$ cat src/rtl/xing_pkg.sv
// Shared types for the crossing period meter.
package xing_pkg;

  localparam int unsigned MODE_W = 2;

  typedef enum logic [1:0] {
    IDLE    = 2'd0,
    ARM     = 2'd1,
    MEASURE = 2'd2
  } state_t;

  typedef enum logic [MODE_W-1:0] {
    XM_RISE = 2'd0,
    XM_FALL = 2'd1,
    XM_BOTH = 2'd2
  } mode_t;

  // Raw mode input to edge mode; the reserved code 3 behaves as rising.
  function automatic mode_t decode_mode(input logic [MODE_W-1:0] m);
    case (m)
      2'd1:    decode_mode = XM_FALL;
      2'd2:    decode_mode = XM_BOTH;
      default: decode_mode = XM_RISE;
    endcase
  endfunction

endpackage

$ cat src/rtl/sat_counter.sv
// Saturating up-counter with synchronous clear; at_max flags the all-ones value.
module sat_counter #(
  parameter int unsigned WIDTH = 16
) (
  input  logic             clk,
  input  logic             reset_l,
  input  logic             clr,
  input  logic             inc,
  output logic [WIDTH-1:0] count,
  output logic             at_max
);

  assign at_max = (count == '1);

  // Count up on inc, stick at the maximum, clear has priority.
  always_ff @(posedge clk or negedge reset_l) begin
    if (!reset_l) begin
      count <= '0;
    end else if (clr) begin
      count <= '0;
    end else if (inc && !at_max) begin
      count <= count + WIDTH'(1);
    end
  end

endmodule

$ cat src/rtl/xing_period_meter.sv
// Crossing period meter: Schmitt-qualified threshold crossings of a signed
// sample stream, with the period between qualifying crossings measured in
// valid samples and averaged over 2**AVG_LOG2 periods.
module xing_period_meter
  import xing_pkg::*;
#(
  parameter int unsigned DW       = 32,
  parameter int unsigned CW       = 16,
  parameter int unsigned AVG_LOG2 = 0,
  parameter int unsigned NUL_LEN  = 4
) (
  input  logic                 clk,
  input  logic                 reset_l,
  input  logic                 clear,
  input  logic                 sample_valid,
  input  logic signed [DW-1:0] signal_in,
  input  logic signed [DW-1:0] threshold,
  input  logic [DW-2:0]        hysteresis,
  input  logic [MODE_W-1:0]    mode,
  output logic [CW-1:0]        period_o,
  output logic                 period_valid,
  output logic                 edge_o,
  output logic                 overflow,
  output logic                 locked,
  output logic [1:0]           phase_cnt
);

  localparam int unsigned ACC_W = CW + AVG_LOG2;
  localparam int unsigned AVG_W = (AVG_LOG2 > 0) ? AVG_LOG2 : 1;
  localparam int unsigned ZW    = (NUL_LEN > 1) ? $clog2(NUL_LEN) : 1;
  localparam logic [AVG_W-1:0] AVG_LAST = AVG_W'((2 ** AVG_LOG2) - 1);
  localparam logic [ZW-1:0]    Z_LAST   = ZW'(NUL_LEN - 1);

  // Registered state
  state_t             r_state;
  mode_t              r_mode;
  logic               r_level;
  logic signed [DW:0] r_hi;
  logic signed [DW:0] r_lo;
  logic [ZW-1:0]      r_zcnt;
  logic [ACC_W-1:0]   r_acc;
  logic [AVG_W-1:0]   r_avg;
  logic [CW-1:0]      r_period;
  logic               r_pv;
  logic               r_edge;
  logic               r_ovf;
  logic               r_locked;
  logic [1:0]         r_phase;

  // Combinational helpers
  logic signed [DW:0] w_s;
  logic signed [DW:0] w_hi_in;
  logic signed [DW:0] w_lo_in;
  logic               w_init_level;
  logic               w_new_level;
  logic               w_xing;
  logic               w_qual;
  logic               w_zero;
  logic               w_silence;
  logic               w_cnt_clr;
  logic               w_cnt_inc;
  logic [CW-1:0]      w_count;
  logic               w_at_max;
  logic [CW-1:0]      w_capt;
  logic [ACC_W-1:0]   w_acc_sum;
  logic [CW-1:0]      w_avg;

  // Band edges in DW+1 bits so threshold +/- hysteresis never wraps.
  assign w_s     = {signal_in[DW-1], signal_in};
  assign w_hi_in = {threshold[DW-1], threshold} + {2'b00, hysteresis};
  assign w_lo_in = {threshold[DW-1], threshold} - {2'b00, hysteresis};

  assign w_init_level = (signal_in > threshold);
  assign w_new_level  = (w_s > r_hi) ? 1'b1 : ((w_s < r_lo) ? 1'b0 : r_level);
  assign w_xing       = sample_valid && (w_new_level != r_level);

  assign w_zero    = (signal_in == '0);
  assign w_silence = sample_valid && w_zero && (r_zcnt == Z_LAST);

  assign w_capt    = w_count + CW'(1);
  assign w_acc_sum = r_acc + ACC_W'(w_capt);
  assign w_avg     = CW'(w_acc_sum >> AVG_LOG2);

  // Qualify a crossing against the latched edge mode.
  always_comb begin
    w_qual = 1'b0;
    if (w_xing) begin
      case (r_mode)
        XM_FALL: w_qual = ~w_new_level;
        XM_BOTH: w_qual = 1'b1;
        default: w_qual = w_new_level;
      endcase
    end
  end

  // The counter only runs inside MEASURE; any valid sample that ends or
  // restarts a period (crossing, silence, saturation, other states) zeroes it.
  assign w_cnt_inc = !clear && sample_valid && (r_state == MEASURE) &&
                     !w_qual && !w_silence && !w_at_max;
  assign w_cnt_clr = clear || (sample_valid &&
                     ((r_state != MEASURE) || w_qual || w_silence || w_at_max));

  sat_counter #(
    .WIDTH (CW)
  ) u_period_cnt (
    .clk     (clk),
    .reset_l (reset_l),
    .clr     (w_cnt_clr),
    .inc     (w_cnt_inc),
    .count   (w_count),
    .at_max  (w_at_max)
  );

  // Track the run of consecutive valid zero samples, saturating at NUL_LEN-1.
  always_ff @(posedge clk or negedge reset_l) begin
    if (!reset_l) begin
      r_zcnt <= '0;
    end else if (clear) begin
      r_zcnt <= '0;
    end else if (sample_valid) begin
      if (!w_zero) begin
        r_zcnt <= '0;
      end else if (r_zcnt != Z_LAST) begin
        r_zcnt <= r_zcnt + ZW'(1);
      end
    end
  end

  // Main FSM with registered strobes, level, averaging and status outputs.
  always_ff @(posedge clk or negedge reset_l) begin
    if (!reset_l) begin
      r_state  <= IDLE;
      r_mode   <= XM_RISE;
      r_level  <= 1'b0;
      r_hi     <= '0;
      r_lo     <= '0;
      r_acc    <= '0;
      r_avg    <= '0;
      r_period <= '0;
      r_pv     <= 1'b0;
      r_edge   <= 1'b0;
      r_ovf    <= 1'b0;
      r_locked <= 1'b0;
      r_phase  <= '0;
    end else begin
      r_pv   <= 1'b0;
      r_edge <= 1'b0;
      r_ovf  <= 1'b0;
      if (clear) begin
        r_state  <= IDLE;
        r_mode   <= XM_RISE;
        r_level  <= 1'b0;
        r_hi     <= '0;
        r_lo     <= '0;
        r_acc    <= '0;
        r_avg    <= '0;
        r_period <= '0;
        r_locked <= 1'b0;
        r_phase  <= '0;
      end else if (sample_valid) begin
        if (w_silence) begin
          r_state  <= IDLE;
          r_level  <= 1'b0;
          r_acc    <= '0;
          r_avg    <= '0;
          r_locked <= 1'b0;
        end else begin
          case (r_state)
            IDLE: begin
              if (!w_zero) begin
                r_level <= w_init_level;
                r_mode  <= decode_mode(mode);
                r_hi    <= w_hi_in;
                r_lo    <= w_lo_in;
                r_state <= ARM;
              end
            end
            ARM: begin
              r_level <= w_new_level;
              if (w_qual) begin
                r_edge   <= 1'b1;
                r_state  <= MEASURE;
                r_locked <= 1'b1;
              end
            end
            MEASURE: begin
              r_level <= w_new_level;
              if (w_at_max) begin
                // Period no longer representable. A crossing landing on
                // this sample still opens a fresh period from itself;
                // otherwise fall back to ARM for the next crossing.
                r_ovf <= 1'b1;
                r_acc <= '0;
                r_avg <= '0;
                if (w_qual) begin
                  r_edge <= 1'b1;
                end else begin
                  r_state  <= ARM;
                  r_locked <= 1'b0;
                end
              end else if (w_qual) begin
                r_edge <= 1'b1;
                if (r_avg == AVG_LAST) begin
                  r_period <= w_avg;
                  r_pv     <= 1'b1;
                  r_phase  <= r_phase + 2'd1;
                  r_acc    <= '0;
                  r_avg    <= '0;
                end else begin
                  r_acc <= w_acc_sum;
                  r_avg <= r_avg + AVG_W'(1);
                end
              end
            end
            default: begin
              r_state  <= IDLE;
              r_locked <= 1'b0;
            end
          endcase
        end
      end
    end
  end

  assign period_o     = r_period;
  assign period_valid = r_pv;
  assign edge_o       = r_edge;
  assign overflow     = r_ovf;
  assign locked       = r_locked;
  assign phase_cnt    = r_phase;

endmodule

$ cat config.mk
export PLATFORM = sky130hd
export DESIGN_NAME = xing_period_meter
export DESIGN_NICKNAME = d
export VERILOG_FILES = /design/src/rtl/xing_pkg.sv /design/src/rtl/sat_counter.sv /design/src/rtl/xing_period_meter.sv
export SDC_FILE = /design/constraint.sdc
export NUM_CORES = 1
export LEC_CHECK = 0
export CORE_AREA = 5 5 149 151
export DETAILED_ROUTE_END_ITERATION = 7
export DIE_AREA = 0 0 154 156
export PLACE_DENSITY = 0.74
export RECOVER_POWER = 25
export SYNTH_ARGS = -nofsm -noshare
export SYNTH_HDL_FRONTEND = slang
export SYNTH_SLANG_ARGS = --single-unit
$ cat constraint.sdc
create_clock -name clk -period 2.9 [get_ports clk]
set_clock_uncertainty 0.1 [all_clocks]
set_input_delay 0.58 -clock clk [delete_from_list [all_inputs] [get_ports clk]]
set_output_delay 0.58 -clock clk [all_outputs]
set_load 0.1 [all_outputs]
==> summary.txt <==
Clock tree
  • Clk pin slew, worst setup/hold paths: 0.08 ns
  • Clock Path Buffers: 2
  • CTS tree: done
  • Root buf cell: clkbuf_16
  • TritonCTS Buffers: 9
  • H-tree Lvls: 3
  • Clk sinks: 110
  • Hold buffers post-CTS: 0
  • Skew-Pair Late Insertion Delay: 0.37 ns

Timing
  • Total negative setup slack: -8.44 ns
  • Fin. max-slew vios: 27
  • Least-Margin Pin Slew: 1.52 ns
  • Relative slew slack: -1.55%
  • Achievable Freq: 0.320 GHz
  • Setup violators final: between 80 and 90
  • RSZ-0062 raised after global routing: true
  • Hold Fails Final Rpt: 0
  • Final worst setup slack: -0.228 ns
  • Final worst path period share: 108%
  • Period minus WS final: 3.13 ns

Global routing
  • First-pass GRT wire length: 59200 um
  • Initial antenna violation count: 0
  • GRT Total Usage: 30.1%
  • GRT Residual Overflow: 0
  • Pin count of the biggest net entering global routing: 60
  • Vias in the first global route: 11789

Synthesis
  • Synth Area in Compound Gates: 23.1%
  • Fraction of registers with async set/reset: 100%
  • Post-synth EDFFs: 0
  • Post-Synth Simple-Gate Area: 17.6%
  • Most used DFF post-synth: dfrtp_1
  • Synthesized flop and latch total: 110
  • Net Count, Synth: 1604
  • Avg Cell Area, Syn: 8.03 um^2
  • Sequential area share after synthesis: 25.7%
  • Synth Area in XOR/XNOR: 5.07%
  • Post-synthesis mux area share: 0.292%
  • Synthesized instance count: 1334
  • Cell area after synthesis: 10700 um^2
  • Main combinational cell family by area after synthesis: compound AO/OA/AOI/OAI gates
  • Adder and majority cell fraction of the synthesized area: around a fifth
  • Cell variety after synth: 76
  • Synth Warn #: 0

Setup path
  • Worst R2R Path Depth: 13
  • Type of the worst setup path: reg2reg
  • Most common cell on crit path: a21o_1
  • Reg2Reg Setup Slack: -0.23 ns
  • Crit. End Element: flip-flop
  • CP Max Fanout: 13
  • Worst reg2reg path endpoint: u_period_cnt.count[12]
  • Reg2Reg Launch Point: r_lo[22]
  • Critical Path Max Stage Delay: 0.39 ns
  • CP Launch Type: flip-flop
  • Worst path arrival time: 3.34 ns
  • Crit path max-delay cell type: dfrtp_1
  • Crit path cell chain: inv_2, ha_4, a21o_1, a21o_1, a221oi_2, o21ai_1, a22oi_2, o2111ai_4, o221a_4, or3_4, clkbuf_16, nor3b_2, a21o_1
  • Required time of the critical path: 3.11 ns

Route
  • Via/cell ratio: 6.03
  • # DRC: 0
  • Iter 0 DRT Violations: roughly 1200
  • First-pass DRT Iterations: 5
  • Detail Route Antenna Nets: 0
  • Wire length per cell: 19.8 um
  • Routed vias: 12411
  • Final wirelength: about 40000 um

Cells and area
  • Final antenna diode count: 0
  • # fillers: 1202
  • Layout cell share with drive strength beyond 1: around two fifths
  • Area delta synth->final: 56.1%
  • Most frequent cells in the layout: buf_4 (357), inv_1 (147), ha_1 (117)
  • Core Util, Final: approximately 81%
  • Commonest non-fill, non-tap cell in the layout: buf_4
  • Nets: between 2000 and 2500

Floorplanning
  • Die area: 24000 um^2
  • Die width: 154 um
  • IO Count: 123
  • Num rows: 53
  • Core area: 20700 um^2
  • Starting Density: between 50% and 60%
  • Vert. Die Dim: 156 um

Hold path
  • Hold Path Stages: 2
  • HP Class: reg2reg
  • Hold EP: r_hi[32]
  • Hold Crit Start: r_hi[32]

Power and ir drop
  • VDD IR max: about 0.44 mV
  • Power, Total: 7.20 mW
  • Leakage: 7.91 nW
  • P per Cell Area: ~430 nW/um^2

Place
  • DP HPWL: ~27000 um
  • IO buf count: 122
  • GPL Wtd Cong: 0.972

Run status
  • Failing checks: max-capacitance violations, max-slew violations, negative setup slack
  • Status: finished with violations

Run
  • Max-cap viol count: 1
[cell usage after synthesis, types with 15 or more instances]
master | number | area [um^2]
nor4_1 | 15 | 93.8
a21oi_1 | 125 | 626
nand3_1 | 31 | 155
xor2_1 | 20 | 175
nor2_1 | 102 | 383
nand2_1 | 95 | 357
a21o_1 | 42 | 315
clkbuf_1 | 39 | 146
o21bai_1 | 15 | 113
o21ai_0 | 65 | 325
xnor2_1 | 42 | 368
nor3_1 | 21 | 105
inv_1 | 176 | 661
a211oi_1 | 26 | 195
dfrtp_1 | 110 | 2750
ha_1 | 167 | 2090
nand4_1 | 25 | 156
[per-stage QoR]
stage,cell area [um^2],std cells,setup slack [ns],hold WS [ns]
after floorplan,11000,1334,-0.147,0.184
after global placement,14600,1980,-0.987,0.373
after detailed placement,14600,1980,-1.06,0.384
after CTS,16100,2038,-0.240,0.0305
after global routing,16700,2058,-0.405,0.421
final,16700,2058,-0.228,0.404
[area by class of cell]
class                   instances  area [um^2]  share of cell area (%)
well taps                     275          344                    2.06
clock buffers                   9          225                    1.35
flip-flops and latches        110         2750                    16.5
multi-input cells             995         8710                    52.1
repair buffers                485         3960                    23.7
clock inverters                 6         57.6                   0.344
inverters                     178          681                    4.07
[worst max-delay path, delay by kind of cell (launching register included)]
family	cells	cell delay (ns)
buffers and inverters	2	0.27
flip-flops	1	0.39
adder cells (fa/ha/maj)	1	0.21
AO/OA/AOI/OAI	8	1.53
AND/OR/NAND/NOR	2	0.56
[state kept, by name, indices dropped and copies added (netlist names)]
name and cells:
period_o 16, r_zcnt 2, u_period_cnt.count 16, phase_cnt 2
r_lo 32, period_valid 1, overflow 1, r_state 2
locked 1, r_level 1, edge_o 1, r_mode 2
r_hi 33
[report_power, final]
part	internal [mW]	switching, mW	leakage (nW)
logic	1.90	2.18	6.28
registers	1.76	0.153	1.49
clock network	0.595	0.613	0.137
total	4.25	2.95	7.91
[metal layers]
metal | track usage (%) | part of all wire [%] | up-vias
met2 | 52.0 | 48 | 667
met5 | 0 | 0 | -
met3 | 3.50 | 6.7 | 213
met1 | 38.3 | 39 | 5952
li1 | - | - | 5579
met4 | 12.5 | 5.6 | 0
[worst max path at each step]
stage             startpoint                endpoint  slack (ns)  cells past startpoint
2_1_floorplan  hysteresis[2]                r_lo[23]       -0.15                     12
3_3_place_gp    threshold[0]                r_lo[23]       -0.99                     13
3_5_place_dp   hysteresis[1]                r_lo[23]       -1.06                     13
4_1_cts         threshold[0]                r_lo[30]       -0.24                     17
5_1_grt        signal_in[19]   u_period_cnt.count[6]       -0.41                     13
6_report            r_lo[22]  u_period_cnt.count[12]       -0.23                     13
[cells by family after synthesis]
kind of cell,Yosys count
adder cells (fa/ha/maj),169
multiplexers,3
AO/OA/AOI/OAI,384
flip-flops,110
buffers and inverters,230
AND/OR/NAND/NOR,376
XOR/XNOR,62
[timing repair]
action,4_1_cts,5_1_grt
buffers inserted,45,22
endpoints found under the setup margin,103,86
gates cloned,0,3
resized for setup,367,108
pin swaps,166,99
No activity file was read; power rests on OpenSTA's default activity.
